`src/rtl/alu_seq_unit.sv`:
```
// alu_seq_unit: handshaked ALU with registered response; define ALU_SEQ_MUL_EN to add the iterative unsigned MUL
module alu_seq_unit #(
  parameter int WIDTH = 32
) (
  input  logic             clk,
  input  logic             rst_n,
  input  logic             req_valid,
  output logic             req_ready,
  input  logic [WIDTH-1:0] A,
  input  logic [WIDTH-1:0] B,
  input  logic [3:0]       opcode,
  output logic             resp_valid,
  input  logic             resp_ready,
  output logic [WIDTH-1:0] result,
  output logic             zero,
  output logic             err
);
`ifdef ALU_SEQ_MUL_EN
  typedef enum logic [1:0] {IDLE, BUSY, DONE} state_t;
  localparam int CW = $clog2(WIDTH + 1);
  logic [CW-1:0]    cnt;
  logic [WIDTH-1:0] ma, mb, acc_n;
  logic             alu_mul, last;
`else
  typedef enum logic [1:0] {IDLE, DONE} state_t;
`endif
  state_t           state, state_n;
  logic             armed, accept, alu_err;
  logic [WIDTH-1:0] alu_res;

  // armed keeps req_ready low until the first edge after reset release
  assign req_ready  = armed && state == IDLE;
  assign resp_valid = state == DONE;
  assign accept     = req_valid && req_ready;

  always_comb begin
    alu_res = '0;
    alu_err = 1'b0;
`ifdef ALU_SEQ_MUL_EN
    alu_mul = 1'b0;
`endif
    case (opcode)
      4'b0000: alu_res = A & B;
      4'b0001: alu_res = A | B;
      4'b0010: alu_res = A + B;
      4'b0100: alu_res = A ^ B;
      4'b0101: alu_res = ~(A | B);
      4'b0110: alu_res = A - B;
      4'b0111: alu_res = WIDTH'($signed(A) < $signed(B));
      4'b1010: alu_res = A << B[4:0];
`ifdef ALU_SEQ_MUL_EN
      4'b1000: alu_mul = 1'b1;
`endif
      default: alu_err = 1'b1;
    endcase
  end

  always_ff @(posedge clk or negedge rst_n)
    if (!rst_n) state <= IDLE;
    else state <= state_n;

  always_comb begin
    state_n = state;
    case (state)
`ifdef ALU_SEQ_MUL_EN
      IDLE: state_n = accept ? (alu_mul ? BUSY : DONE) : IDLE;
      BUSY: state_n = last ? DONE : BUSY;
`else
      IDLE: state_n = accept ? DONE : IDLE;
`endif
      DONE: state_n = resp_ready ? IDLE : DONE;
      default: state_n = IDLE;
    endcase
  end

`ifdef ALU_SEQ_MUL_EN
  // result doubles as the shift-add accumulator while BUSY
  assign last  = cnt == CW'(WIDTH - 1);
  assign acc_n = result + (mb[0] ? ma : '0);
`endif

  always_ff @(posedge clk or negedge rst_n)
    if (!rst_n) begin
      armed  <= 1'b0;
      result <= '0;
      zero   <= 1'b0;
      err    <= 1'b0;
`ifdef ALU_SEQ_MUL_EN
      cnt    <= '0;
      ma     <= '0;
      mb     <= '0;
`endif
    end else begin
      armed <= 1'b1;
      if (accept) begin
        result <= alu_res;
        zero   <= alu_res == '0;
        err    <= alu_err;
`ifdef ALU_SEQ_MUL_EN
        cnt    <= '0;
        ma     <= A;
        mb     <= B;
      end else if (state == BUSY) begin
        result <= acc_n;
        ma     <= ma << 1;
        mb     <= mb >> 1;
        cnt    <= cnt + CW'(1);
        if (last) zero <= acc_n == '0;
`endif
      end
    end

endmodule

```
`config.mk`:
```
export PLATFORM = sky130hd
export DESIGN_NAME = alu_seq_unit
export DESIGN_NICKNAME = d
export VERILOG_FILES = /design/src/rtl/alu_seq_unit.sv
export SDC_FILE = /design/constraint.sdc
export NUM_CORES = 1
export LEC_CHECK = 0
export BUFFER_PORTS_ARGS = -buffer_cell sky130_fd_sc_hd__buf_2
export CAP_MARGIN = 30
export CORE_AREA = 2 2 174 176
export CTS_CLUSTER_SIZE = 14
export DETAILED_ROUTE_END_ITERATION = 12
export DIE_AREA = 0 0 176 178
export PLACE_DENSITY = 0.55
export SLEW_MARGIN = 20
export SYNTH_ARGS = -nofsm -noshare
export SYNTH_HDL_FRONTEND = slang
export SYNTH_SLANG_ARGS = --single-unit
```
`constraint.sdc`:
```
create_clock -name clk -period 3 [get_ports clk]
set_input_delay 0.6 -clock clk [delete_from_list [all_inputs] [get_ports clk]]
set_output_delay 0.6 -clock clk [all_outputs]
set_load 0.1 [all_outputs]
```
Word-level counts from Yosys, hierarchy flattened
Index checks and enable logic that the tools add are counted.
{ "op_classes": {"order_cmp": 1, "eq_ne": 8, "mux": 5, "bitwise_logic": 4, "n_reduce_logical": 6, "shift": 1, "n_addsub": 2} }
{ "op_table": {"columns": ["operator", "n"], "rows": [
  ["case mux 32 bit (8 select lines)", 1],
  ["adder 32 bit", 1],
  ["AND 32 bit", 1],
  ["zero test 32 bit", 1],
  ["less-than comparator 32 bit", 1],
  ["NOT 32 bit", 1],
  ["bitwise OR 32 bit", 1],
  ["left shift 32 x 5 -> 32 bit", 1],
  ["subtractor 32 bit", 1],
  ["bitwise XOR 32 bit", 1],
  ["== test 4 x 3 -> 1 bit (second input constant)", 4],
  ["OR reduction 8 bit", 1],
  ["== test 4 x 1 -> 1 bit (second input constant)", 1],
  ["== test 4 x 2 -> 1 bit (second input constant)", 1],
  ["== test 4 bit (second input constant)", 1],
  ["zero test 4 bit", 1],
  ["2-to-1 mux 1 bit", 3],
  ["== test 2 x 1 -> 1 bit (second input constant)", 1],
  ["logical AND 1 bit", 2],
  ["zero test 2 bit", 1],
  ["case mux 1 bit (2 select lines)", 1]
]} }
{ "word_totals": {"in_bits": 72, "ff_bits": 37, "elab_cells": 32, "out_inout_bits": 36} }

Depth between registers and ports, before layout
Gate-level depths: netlist of the first run.
{ "logic_depth": {"word_depth": 5, "ltp_mapped": 17, "mapped_depth_nobuf": 15} }

Worst setup path after synthesis of the first run
No wires, ideal clock.
{ "synth_timing": {"kind": "register to register", "from": "register state[0]", "to": "register zero", "path_slack_ns": -1.344, "required_time_ns": 2.905, "period_less_slack_ns": 4.344, "setup_ns": 0.095, "arrival_time_ns": 4.249, "path_stages_with_launch": 13, "n_path_buf": 1, "cell_sequence": "dfrtp_1 -> nor2b_1 -> and2_1 -> clkbuf_1 -> and4_1 -> o21ai_0 -> a2111oi_0 -> and4_1 -> and3_1 -> nand4b_1 -> nor4_1 -> nand3_1 -> o31ai_1"} }
{ "synth_via": {"elab_chain_len": 3} }
{ "synth_lines": {"columns": ["item", "line", "source"], "rows": [
  ["start: declaration", "27", "state_t state, state_n;"],
  ["start signal: assignment", "60", "else state <= state_n;"],
  ["zero test 2 bit", "32", "assign req_ready = armed && state == IDLE;"],
  ["logical AND 1 bit", "32", null],
  ["net req_ready", "8", "output logic req_ready,"],
  ["logical AND 1 bit", "34", "assign accept = req_valid && req_ready;"],
  ["end signal: assignment", "86", "zero <= 1'b0;"],
  ["end signal: assignment", "97", "zero <= alu_res == '0;"],
  ["end: declaration", "15", "output logic zero,"]
]} }
The timed path passes the listed nets, and every way through them passes these cells.
A chain may end at the register's enable or synchronous reset.

Worst setup path after layout of the first run
{ "layout_timing": {"from": "input B[0]", "to": "register zero"} }
{ "layout_via": {"elab_chain_len": 4, "word_cells_on_any_way": 10, "classes_between": "2 x add/sub; 1 x order compare; 1 x shift; 1 x mux; 4 x bitwise; 1 x reduce/logical"} }
{ "layout_lines": {"columns": ["item", "line", "source"], "rows": [
  ["start: declaration", "10", "input logic [WIDTH-1:0] B,"],
  ["branches (longest 2 deep; another with subtractor 32 bit)", null, null],
  ["case mux 32 bit (8 select lines) *", "42", "case (opcode)"],
  ["zero test 32 bit *", "97", null]
]} }
Every way passes the cells marked *.

==> results.py, run 1 <==
metrics = {
    "pwr": {
        "sw_frac_of_total": 0.4935,
        "internal_power_w": 0.002371,
        "p_total_w": 0.004681,
        "p_seq_frac": 0.130,
        "ir_drop_mv": 0.2151,
        "power_frac_clock": 0.131,
        "power_density_nw_per_um2": 314.8,
        "p_sw_w": 0.002310,
        "p_comb_frac": 0.740,
        "leakagePower_nw": 7.012,
    },
    "finish": {
        "nNetsFinal": 1908,
        "multiInputGateArea_um2": 8307,
        "synthToLayoutAreaGrowth_pct": 70.05,
        "seq_area_um2": 900.9,
        "fillers": 2877,
        "final_common_cell": "buf_4",
        "final_cell_mix": "buf_4 (472), nand2_1 (118), buf_2 (99)",
        "drive_gt1_frac": 0.5032,
        "num_antenna_cells": 0,
        "fin_area_um2": 14870,
    },
    "drt": {
        "remaining_drc_errors": 0,
        "totalWireLength_mm": 45.42,
        "num_vias": 11680,
        "drt_iter0_markers": 1092,
        "drt_pre_antenna_iters": 7,
        "viasPerCell": 5.502,
        "ant_nets": 0,
        "wire_per_inst_um": 21.39,
    },
    "worst_setup_path": {
        "arrival_ns": 3.79,
        "worstPathRequired_ns": 3.20,
        "end_kind": "flip-flop",
        "worst_path_max_delay_cell": "fa_2",
        "r2r_end": "zero$_DFFE_PN0P_",
        "worstPathMaxFanout": 4,
        "reg2reg_setup_slack_ns": -0.01,
        "rr_startpoint": "state[0]$_DFF_PN0_",
        "crit_chain": "buf_12, ha_4, fa_2, a222oi_1, and4_1, o21ai_2, a2111oi_4, buf_4, and4_1, and3_4, nand4b_1, nor4_2, buf_4, nand3_4, o31ai_4",
        "critical_path_class": "input pin to flip-flop",
        "critPathMaxStageDelay_ns": 0.41,
        "cp-start-kind": "input pin",
        "worstSetupStartpoint": "B[0]",
        "worst_r2r_path_depth": 13,
    },
    "clock_network": {
        "cts.sinks": 36,
        "clock_path_buffers": 2,
        "cts_made_buffers": 5,
        "htreeDepth": 2,
        "cts_root_buf": "clkbuf_16",
        "path_clk_slew_ns": 0.06,
        "clock_latency_ns": 0.28,
        "tritoncts": "yes",
    },
    "yosys": {
        "synth_edf_count": 0,
        "synth.distinct_cells": 87,
        "synth.top_cell.area_share": 0.1459,
        "netlist_area_um2": 8745,
        "synth.area.top_cells": "ha_1 (15%), dfrtp_1 (10%), nand2_1 (5.3%)",
        "synth_warnings": 0,
        "ys_ff_latch": 36,
        "synth_fp_nets": 1366,
        "async_reset_ff_frac": 1.000,
        "postSynthCellCount": 1190,
        "syn_avg_cell_area_um2": 7.348,
        "yosysSeqAreaShare": 0.1030,
        "yosysTopAreaCell": "ha_1",
        "ys.flop_type": "dfrtp_1",
    },
    "timing": {
        "grt_setup_unrepaired": "yes",
        "hold_viol_final": 0,
        "relSlewSlack": 0.4458,
        "final_max_slew_viol_count": 0,
        "fmax_mhz": 278.2,
        "setup_viol": 11,
        "setup_slack_ns": -0.5941,
        "skew_ns": 0.003944,
        "setup_tns_ns": -2.895,
        "post-route-period-util": 1.198,
        "tightest_slew_ns": 0.8313,
        "min_period_ns": 3.594,
    },
    "placed_design": {
        "globalplace.congestion": 0.9989,
        "portBuffers": 107,
        "dp_hpwl_mm": 36.79,
        "place_area_um2": 13160,
    },
    "floorplan": {
        "die_h_um": 178,
        "die_x_um": 176,
        "num_io_pins": 108,
        "coreArea_um2": 29400,
        "rows": 63,
        "die-area_um2": 31330,
        "start_util": 0.2974,
    },
    "flow_run": {
        "drv_cap": 0,
    },
    "outcome": {
        "violations": "setup timing",
        "status": "finished, violations left",
    },
    "global_routing": {
        "grt_usage": 0.2802,
        "grt_pass1_vias": 11440,
        "grt_max_degree": 40,
        "antenna_found_initial": 0,
        "grt_pass1_wl_mm": 67.72,
        "grt_remaining_overflow": 0,
    },
    "hold_path": {
        "hold_path.class": "input pin to async pin",
    },
}
==> how the worst max path moves through the flow <==
stage | cells after the start | slack [ns] | to
after floorplan | 15 | -0.48 | zero$_DFFE_PN0P_
after global placement | 15 | -1.39 | zero$_DFFE_PN0P_
after detailed placement | 15 | -1.37 | zero$_DFFE_PN0P_
after CTS | 15 | -0.61 | zero$_DFFE_PN0P_
after global routing | 16 | -0.64 | zero$_DFFE_PN0P_
final | 15 | -0.59 | zero$_DFFE_PN0P_
==> worst max-delay path, delay by kind of cell <==
family	cells	cell delay, ns
AND/OR/NAND/NOR	6	1.17
buffers and inverters	3	0.44
AO/OA/AOI/OAI	4	0.99
adder cells (fa/ha/maj)	2	0.57
==> timing repair <==
item | 4_1_cts | 5_1_grt
pin swaps | 59 | 52
cloned | 1 | 1
hold buffers | 0 | 0
endpoints found under the setup margin | 23 | 22
setup buffers | 24 | 25
gates resized for setup | 127 | 148
==> logic make-up after synthesis <==
kind of cell / share of synthesized area
AO/OA/AOI/OAI: 0.3350
AND/OR/NAND/NOR: 0.1996
buffers and inverters: 0.08256
adder cells (fa/ha/maj): 0.1505
multiplexers: 0.1169
flip-flops: 0.1030
XOR/XNOR: 0.01202
other: 0.0004288
==> Yosys cell counts (8+ instances only) <==
cell / number
a211o_1: 9
a211oi_1: 15
a21o_1: 13
a21oi_1: 86
a221o_1: 9
a221oi_1: 22
a22o_1: 10
a22oi_1: 17
a31oi_1: 13
and2_1: 10
buf_2: 22
clkbuf_1: 49
dfrtp_1: 36
ha_1: 102
inv_1: 90
mux2_2: 25
mux2i_1: 35
mux4_2: 15
nand2_1: 124
nand2b_1: 12
nand3_1: 19
nand4_1: 11
nor2_1: 100
nor2b_1: 13
nor3_1: 22
nor4_1: 12
o211ai_1: 23
o21a_1: 9
o21ai_0: 73
o21bai_1: 8
o221ai_1: 13
o22ai_1: 16
o31ai_1: 17
xnor2_1: 9
==> through the flow <==
| step | hold slack [ns] | instances | setup WS (ns) | utilization |
|---|---|---|---|---|
| finish | 0.4053 | 2123 | -0.5941 | 0.5058 |
| global route | 0.4750 | 2123 | -0.6442 | 0.5058 |
| CTS | 0.4339 | 2107 | -0.6144 | 0.4791 |
| detailed placement | 0.4673 | 2078 | -1.367 | 0.4476 |
| global placement | 0.4597 | 2078 | -1.394 | 0.4476 |
| floorplan | 0.3044 | 1190 | -0.4753 | - |
==> metal layers <==
layer | share of wire | global-route usage | wire (um) | vias up
met3 | 0.071 | 0.03261 | 3203 | 93
met4 | 0.040 | 0.09883 | 1800 | 0
met1 | 0.43 | 0.3737 | 19610 | 5565
met2 | 0.46 | 0.4682 | 20810 | 502
met5 | 0 | 0 | 0 | -
li1 | - | - | - | 5521
==> flip-flops by register name (all words and copies together), names as in the netlist <==
name    cells
zero        1
err         1
result     32
state       1
armed       1
==> power by group through the flow <==
stage	combinational, W	clock, W	sequential, W
3_5_place_dp	0.00302	0	0.000615
3_3_place_gp	0.00301	0	0.000614
4_1_cts	0.00321	0.000622	0.000608
2_1_floorplan	0.00114	0	0.00119
5_1_grt	0.00366	0.000639	0.000618
6_report	0.00346	0.000611	0.000607
==> area by class of cell <==
cell class,count,area share
Clock buffer,5,0.008414
Clock inverter,3,0.002861
Inverter,93,0.02541
Multi-Input combinational cell,979,0.5586
Sequential cell,36,0.06058
Tap cell,390,0.03281
Timing Repair Buffer,617,0.3113
(Power assumes the default switching activity.)
==> run 2: changes to the inputs <==
--- a/config.mk
+++ b/config.mk
@@ -11,6 +11,7 @@
 export CTS_CLUSTER_SIZE = 14
 export DETAILED_ROUTE_END_ITERATION = 12
 export DIE_AREA = 0 0 176 178
+export MAX_ROUTING_LAYER = met4
 export PLACE_DENSITY = 0.55
 export SLEW_MARGIN = 20
 export SYNTH_ARGS = -nofsm -noshare
==> run 2 against run 1 <==
Compared with the run above:
- largest cell class unchanged
- via count grew 1.4%
- clock power fell by 14%
- flip-flop and latch count stayed put
- hold slack worse by 0.24 ns
- power rose by 0.25%
- the flow still finishes with violations (setup timing)
- routed wire length increased by 4.5%
- die area stayed put
- clock skew up 0.0021 ns
- largest power group unchanged
- cell count grew 0.94%
- critical endpoint unchanged
- maximum frequency grew 0.34%
- combinational power is 3% higher
- sequential power is essentially flat
==> results.py, run 2 (same netlist as run 1, synthesis figures left out) <==
metrics = {
    "floorplan": {
        "num_io_pins": 108,
        "rows": 63,
        "die_h_um": 178,
        "die-area_um2": 31330,
        "die_x_um": 176,
        "coreArea_um2": 29400,
        "start_util": 0.2974,
    },
    "timing": {
        "grt_setup_unrepaired": "yes",
        "post-route-period-util": 1.194,
        "setup_viol": 12,
        "skew_ns": 0.006059,
        "tightest_slew_ns": 0.8286,
        "relSlewSlack": 0.4430,
        "setup_slack_ns": -0.5820,
        "final_max_slew_viol_count": 0,
        "min_period_ns": 3.582,
        "hold_viol_final": 0,
        "fmax_mhz": 279.2,
    },
    "placed_design": {
        "place_area_um2": 13160,
        "dp_hpwl_mm": 38.61,
        "globalplace.congestion": 1.023,
        "portBuffers": 107,
    },
    "worst_setup_path": {
        "worstPathRequired_ns": 3.19,
        "reg2reg_setup_slack_ns": 0.15,
        "r2r_end": "zero$_DFFE_PN0P_",
        "arrival_ns": 3.77,
        "worst_r2r_path_depth": 12,
        "end_kind": "flip-flop",
        "critical_path_class": "input pin to flip-flop",
        "worstPathMaxFanout": 3,
        "rr_startpoint": "state[0]$_DFF_PN0_",
        "cp-start-kind": "input pin",
    },
    "finish": {
        "final_cell_mix": "buf_4 (478), nand2_1 (116), buf_2 (99)",
        "synthToLayoutAreaGrowth_pct": 73.73,
        "top_register": "result",
        "final_common_cell": "buf_4",
        "fillers": 2875,
        "multiInputGateArea_um2": 8388,
        "drive_gt1_frac": 0.5091,
        "nNetsFinal": 1927,
        "seq_area_um2": 900.9,
        "fin_area_um2": 15190,
        "largest_reg_flops": 32,
        "post-route-util": 0.5167,
    },
    "hold_path": {
        "hold_path.class": "input pin to async pin",
    },
    "global_routing": {
        "grt_max_degree": 40,
        "grt_pass1_vias": 11630,
        "antenna_found_initial": 0,
        "grt_usage": 0.3036,
        "grt_pass1_wl_mm": 70.35,
        "grt_remaining_overflow": 0,
    },
    "clock_network": {
        "cts.sinks": 36,
        "clock_path_buffers": 2,
        "path_clk_slew_ns": 0.06,
        "cts_root_buf": "clkbuf_16",
        "tritoncts": "yes",
        "cts_made_buffers": 5,
        "htreeDepth": 2,
        "clock_latency_ns": 0.29,
    },
    "drt": {
        "wire_per_inst_um": 22.15,
        "viasPerCell": 5.528,
        "drt_pre_antenna_iters": 5,
        "remaining_drc_errors": 0,
        "totalWireLength_mm": 47.46,
        "num_vias": 11850,
        "ant_nets": 0,
        "drt_iter0_markers": 1160,
    },
    "pwr": {
        "power_density_nw_per_um2": 308.9,
        "leakagePower_nw": 7.141,
        "p_total_w": 0.004693,
        "ir_drop_mv": 0.2374,
    },
    "outcome": {
        "violations": "setup timing",
        "status": "finished, violations left",
    },
    "flow_run": {
        "drv_cap": 0,
    },
}
==> run 2: cell types whose count changed in the layout (fill, tap and decap cells not counted), sizes merged <==
cell,before,now
buf,616,636
bufinv,1,0
clkbuf,6,7
clkinv,3,4
clkinvlp,2,1
diode,0,1
inv,90,89
==> run 2: what timing repair did <==
| action | in CTS | in global routing |
|---|---|---|
| cloned | 0 | 1 |
| gates resized for setup | 218 | 87 |
| hold buffers | 0 | 0 |
| setup buffers | 49 | 24 |
| setup endpoints to repair | 25 | 23 |
| pin swaps | 82 | 53 |
==> run 2: final cells by class <==
class / instances / area share
flip-flops and latches: 36 / 0.05930
clock buffers: 7 / 0.008730
diodes: 1 / 0.0001647
multi-input cells: 979 / 0.5521
inverters: 93 / 0.02578
well taps: 390 / 0.03212
repair buffers: 636 / 0.3212
clock inverters: 1 / 0.0005765
==> run 2: stage by stage <==
stage / hold WS [ns] / std cells / setup TNS [ns] / setup WS, ns
6_report: 0.1637 / 2143 / -3.349 / -0.5820
5_1_grt: 0.1770 / 2142 / -4.348 / -0.6579
4_1_cts: 0.4618 / 2123 / -3.051 / -0.6055
3_5_place_dp: 0.4664 / 2074 / -16.17 / -1.368
3_3_place_gp: 0.4591 / 2074 / -16.07 / -1.437
2_1_floorplan: 0.3044 / 1190 / -1.248 / -0.4753
==> run 2: worst max-delay path by stage <==
stage	end	startpoint	slack (ns)
3_3_place_gp	zero$_DFFE_PN0P_	A[0]	-1.44
3_5_place_dp	zero$_DFFE_PN0P_	A[0]	-1.37
2_1_floorplan	zero$_DFFE_PN0P_	B[1]	-0.48
5_1_grt	zero$_DFFE_PN0P_	A[0]	-0.66
4_1_cts	zero$_DFFE_PN0P_	B[1]	-0.61
6_report	zero$_DFFE_PN0P_	A[0]	-0.58
==> run 2: critical path, stage by stage <==
cell and delay (ns):
buf_12 0.09, clkinv_8 0.04, ha_4 0.16, buf_6 0.11, o21ba_4 0.21, a2111o_1 0.44
buf_4 0.18, a21oi_4 0.20, buf_6 0.14, buf_4 0.10, o31ai_1 0.08, o22a_1 0.20
a31oi_1 0.24, buf_4 0.20, nand4_1 0.10, nor4_1 0.25, buf_4 0.16, nand3_2 0.06
o31ai_1 0.20
==> run 2: metal layers <==
layer  vias up  global-route usage  part of all wire
li1       5559                   -                 -
met1      5685              0.3945              0.43
met2       522              0.5013              0.47
met3        80             0.02664             0.067
met4         0             0.09573             0.035
met5         -                   -                 0
==> run 2: report_power, final <==
group / switching [W] / internal (W) / leakage [nW]
clock: 0.000215 / 0.000310 / 0.0681
combinational: 0.00210 / 0.00146 / 6.60
sequential: 0.0000428 / 0.000564 / 0.471
==> run 3: changes to the inputs <==
--- a/config.mk
+++ b/config.mk
@@ -13,6 +13,7 @@
 export DIE_AREA = 0 0 176 178
 export MAX_ROUTING_LAYER = met4
 export PLACE_DENSITY = 0.55
+export SETUP_SLACK_MARGIN = 0.05
 export SLEW_MARGIN = 20
 export SYNTH_ARGS = -nofsm -noshare
 export SYNTH_HDL_FRONTEND = slang
==> run 3 against run 2 <==
Compared with the run above:
- the flow still finishes with violations (setup timing)
- routed wire length decreased by 0.50%
- via count increased by 0.26%
- global-route usage decreased by 0.48 points
- flip-flop and latch count unchanged
- maximum frequency decreased by 0.68%
- largest cell class unchanged
- hold slack improved by 0.24 ns
- non-clock buffer count decreased by 4
- cell count decreased by 0.23%
- combinational power about the same
- critical path depth decreased by 3
- sequential share of layout area about the same
- first-iteration DRC count decreased by 6.1%
==> results.py, run 3 (same netlist as run 1, synthesis figures left out) <==
metrics = {
    "outcome": {
        "status": "finished, violations left",
        "violations": "setup timing",
    },
    "finish": {
        "num_antenna_cells": 0,
        "final_cell_mix": "buf_4 (477), nand2_1 (114), buf_2 (99)",
        "largest_reg_flops": 32,
        "fin_area_um2": 15290,
        "top_register": "result",
        "final_common_cell": "buf_4",
        "drive_gt1_frac": 0.5166,
        "synthToLayoutAreaGrowth_pct": 74.88,
        "nNetsFinal": 1923,
    },
    "floorplan": {
        "coreArea_um2": 29400,
        "die_h_um": 178,
        "die-area_um2": 31330,
        "start_util": 0.2974,
        "rows": 63,
        "die_x_um": 176,
        "num_io_pins": 108,
    },
    "clock_network": {
        "cts_root_buf": "clkbuf_16",
        "cts_made_buffers": 5,
        "clock_path_buffers": 2,
        "tritoncts": "yes",
        "path_clk_slew_ns": 0.06,
        "cts.sinks": 36,
        "hold_buffers": 0,
        "clock_latency_ns": 0.28,
        "htreeDepth": 2,
    },
    "timing": {
        "tightest_slew_ns": 0.8434,
        "hold_slack_ns": 0.4079,
        "hold_viol_final": 0,
        "fmax_mhz": 277.3,
        "skew_ns": 0.005247,
        "relSlewSlack": 0.4378,
        "setup_slack_ns": -0.6066,
        "grt_setup_unrepaired": "yes",
        "final_max_slew_viol_count": 0,
        "setup_tns_ns": -3.376,
        "post-route-period-util": 1.202,
        "setup_viol": 12,
        "min_period_ns": 3.607,
    },
    "pwr": {
        "power_density_nw_per_um2": 307.9,
        "ir_drop_mv": 0.2293,
        "leakagePower_nw": 7.175,
    },
    "global_routing": {
        "antenna_found_initial": 0,
        "grt_pass1_wl_mm": 69.46,
        "grt_pass1_vias": 11420,
        "grt_remaining_overflow": 0,
        "grt_usage": 0.2989,
        "grt_max_degree": 40,
    },
    "drt": {
        "totalWireLength_mm": 47.22,
        "num_vias": 11880,
        "remaining_drc_errors": 0,
        "wire_per_inst_um": 22.09,
        "drt_pre_antenna_iters": 5,
        "ant_nets": 0,
        "viasPerCell": 5.555,
        "drt_iter0_markers": 1089,
    },
    "worst_setup_path": {
        "critical_path_class": "input pin to flip-flop",
        "worstPathMaxFanout": 3,
        "end_kind": "flip-flop",
        "cp-start-kind": "input pin",
        "worstPathRequired_ns": 3.19,
        "arrival_ns": 3.80,
    },
    "placed_design": {
        "dp_hpwl_mm": 38.27,
        "place_area_um2": 13260,
        "portBuffers": 107,
        "globalplace.congestion": 1.022,
    },
    "hold_path": {
        "hold_path.class": "input pin to async pin",
    },
    "flow_run": {
        "drv_cap": 0,
    },
}
-- run 3: cell types whose count changed in the layout (fill, tap and decap cells not counted), moves of 7 or more --
cell     before  now
inv_1        71   79
o21ai_2       6   13
inv_2        14    7
o21ai_0      56   48
-- run 3: area by class of cell --
| cell class | instances | area [um^2] |
|---|---|---|
| Clock buffer | 7 | 132.6 |
| Fill cell | 2842 | 14110 |
| Inverter | 93 | 384.1 |
| Clock inverter | 1 | 8.758 |
| Timing Repair Buffer | 632 | 4832 |
| Sequential cell | 36 | 900.9 |
| Multi-Input combinational cell | 979 | 8546 |
| Tap cell | 390 | 488.0 |
-- run 3: metal layers --
layer,track usage,part of all wire
met1,0.4004,0.44
met2,0.4897,0.46
met3,0.01897,0.061
met4,0.08161,0.033
met5,-,0
-- run 3: report_power, final --
group	leakage, nW	switching [W]	internal, W	total, W
sequential	0.471	0.0000400	0.000564	0.000604
clock	0.0681	0.000209	0.000310	0.000519
combinational	6.64	0.00212	0.00147	0.00359
total	7.17	0.00237	0.00234	0.00471
-- run 3: worst max-delay path: stages --
cell and delay, ns:
buf_8 0.10, buf_6 0.11, ha_4 0.15, fa_2 0.35
buf_6 0.14, a211oi_4 0.28, o211ai_1 0.23, a31o_2 0.33
nand4_1 0.17, a31oi_2 0.15, a311oi_2 0.26, nor2_1 0.07
mux2_4 0.30, nor4_2 0.23, nand3_4 0.14, o31ai_4 0.17
-- run 3: worst paths after layout --
path / from / end / slack, ns / cells after the start
setup / recovery: A[0] / zero$_DFFE_PN0P_ / -0.61 / 16
hold / removal: rst_n / result[31]$_DFFE_PN0P_ / 0.41 / 1
setup reg to reg: state[0]$_DFF_PN0_ / zero$_DFFE_PN0P_ / -0.08 / 13
hold reg to reg: result[27]$_DFFE_PN0P_ / result[27]$_DFFE_PN0P_ / 0.47 / 2
max in group asynchronous: rst_n / result[28]$_DFFE_PN0P_ / 2.04 / 1
min in group clk: result[27]$_DFFE_PN0P_ / result[27]$_DFFE_PN0P_ / 0.47 / 2
-- run 3: metrics by stage --
stage	total power [W]	worst slack (ns)	std cells	util
2_1_floorplan	0.002328	-0.4753	1190	-
3_3_place_gp	0.003656	-1.480	2091	0.4511
3_5_place_dp	0.003665	-1.529	2091	0.4511
4_1_cts	0.004427	-0.6511	2114	0.4862
5_1_grt	0.004931	-0.6916	2138	0.5201
6_report	0.004708	-0.6066	2138	0.5201
-- run 3: timing repair --
action                     in CTS  in global routing
setup endpoints to repair      24                 27
resized for setup             165                167
pin swaps                      65                 92
setup buffers                  17                 39
gates cloned                    1                  1
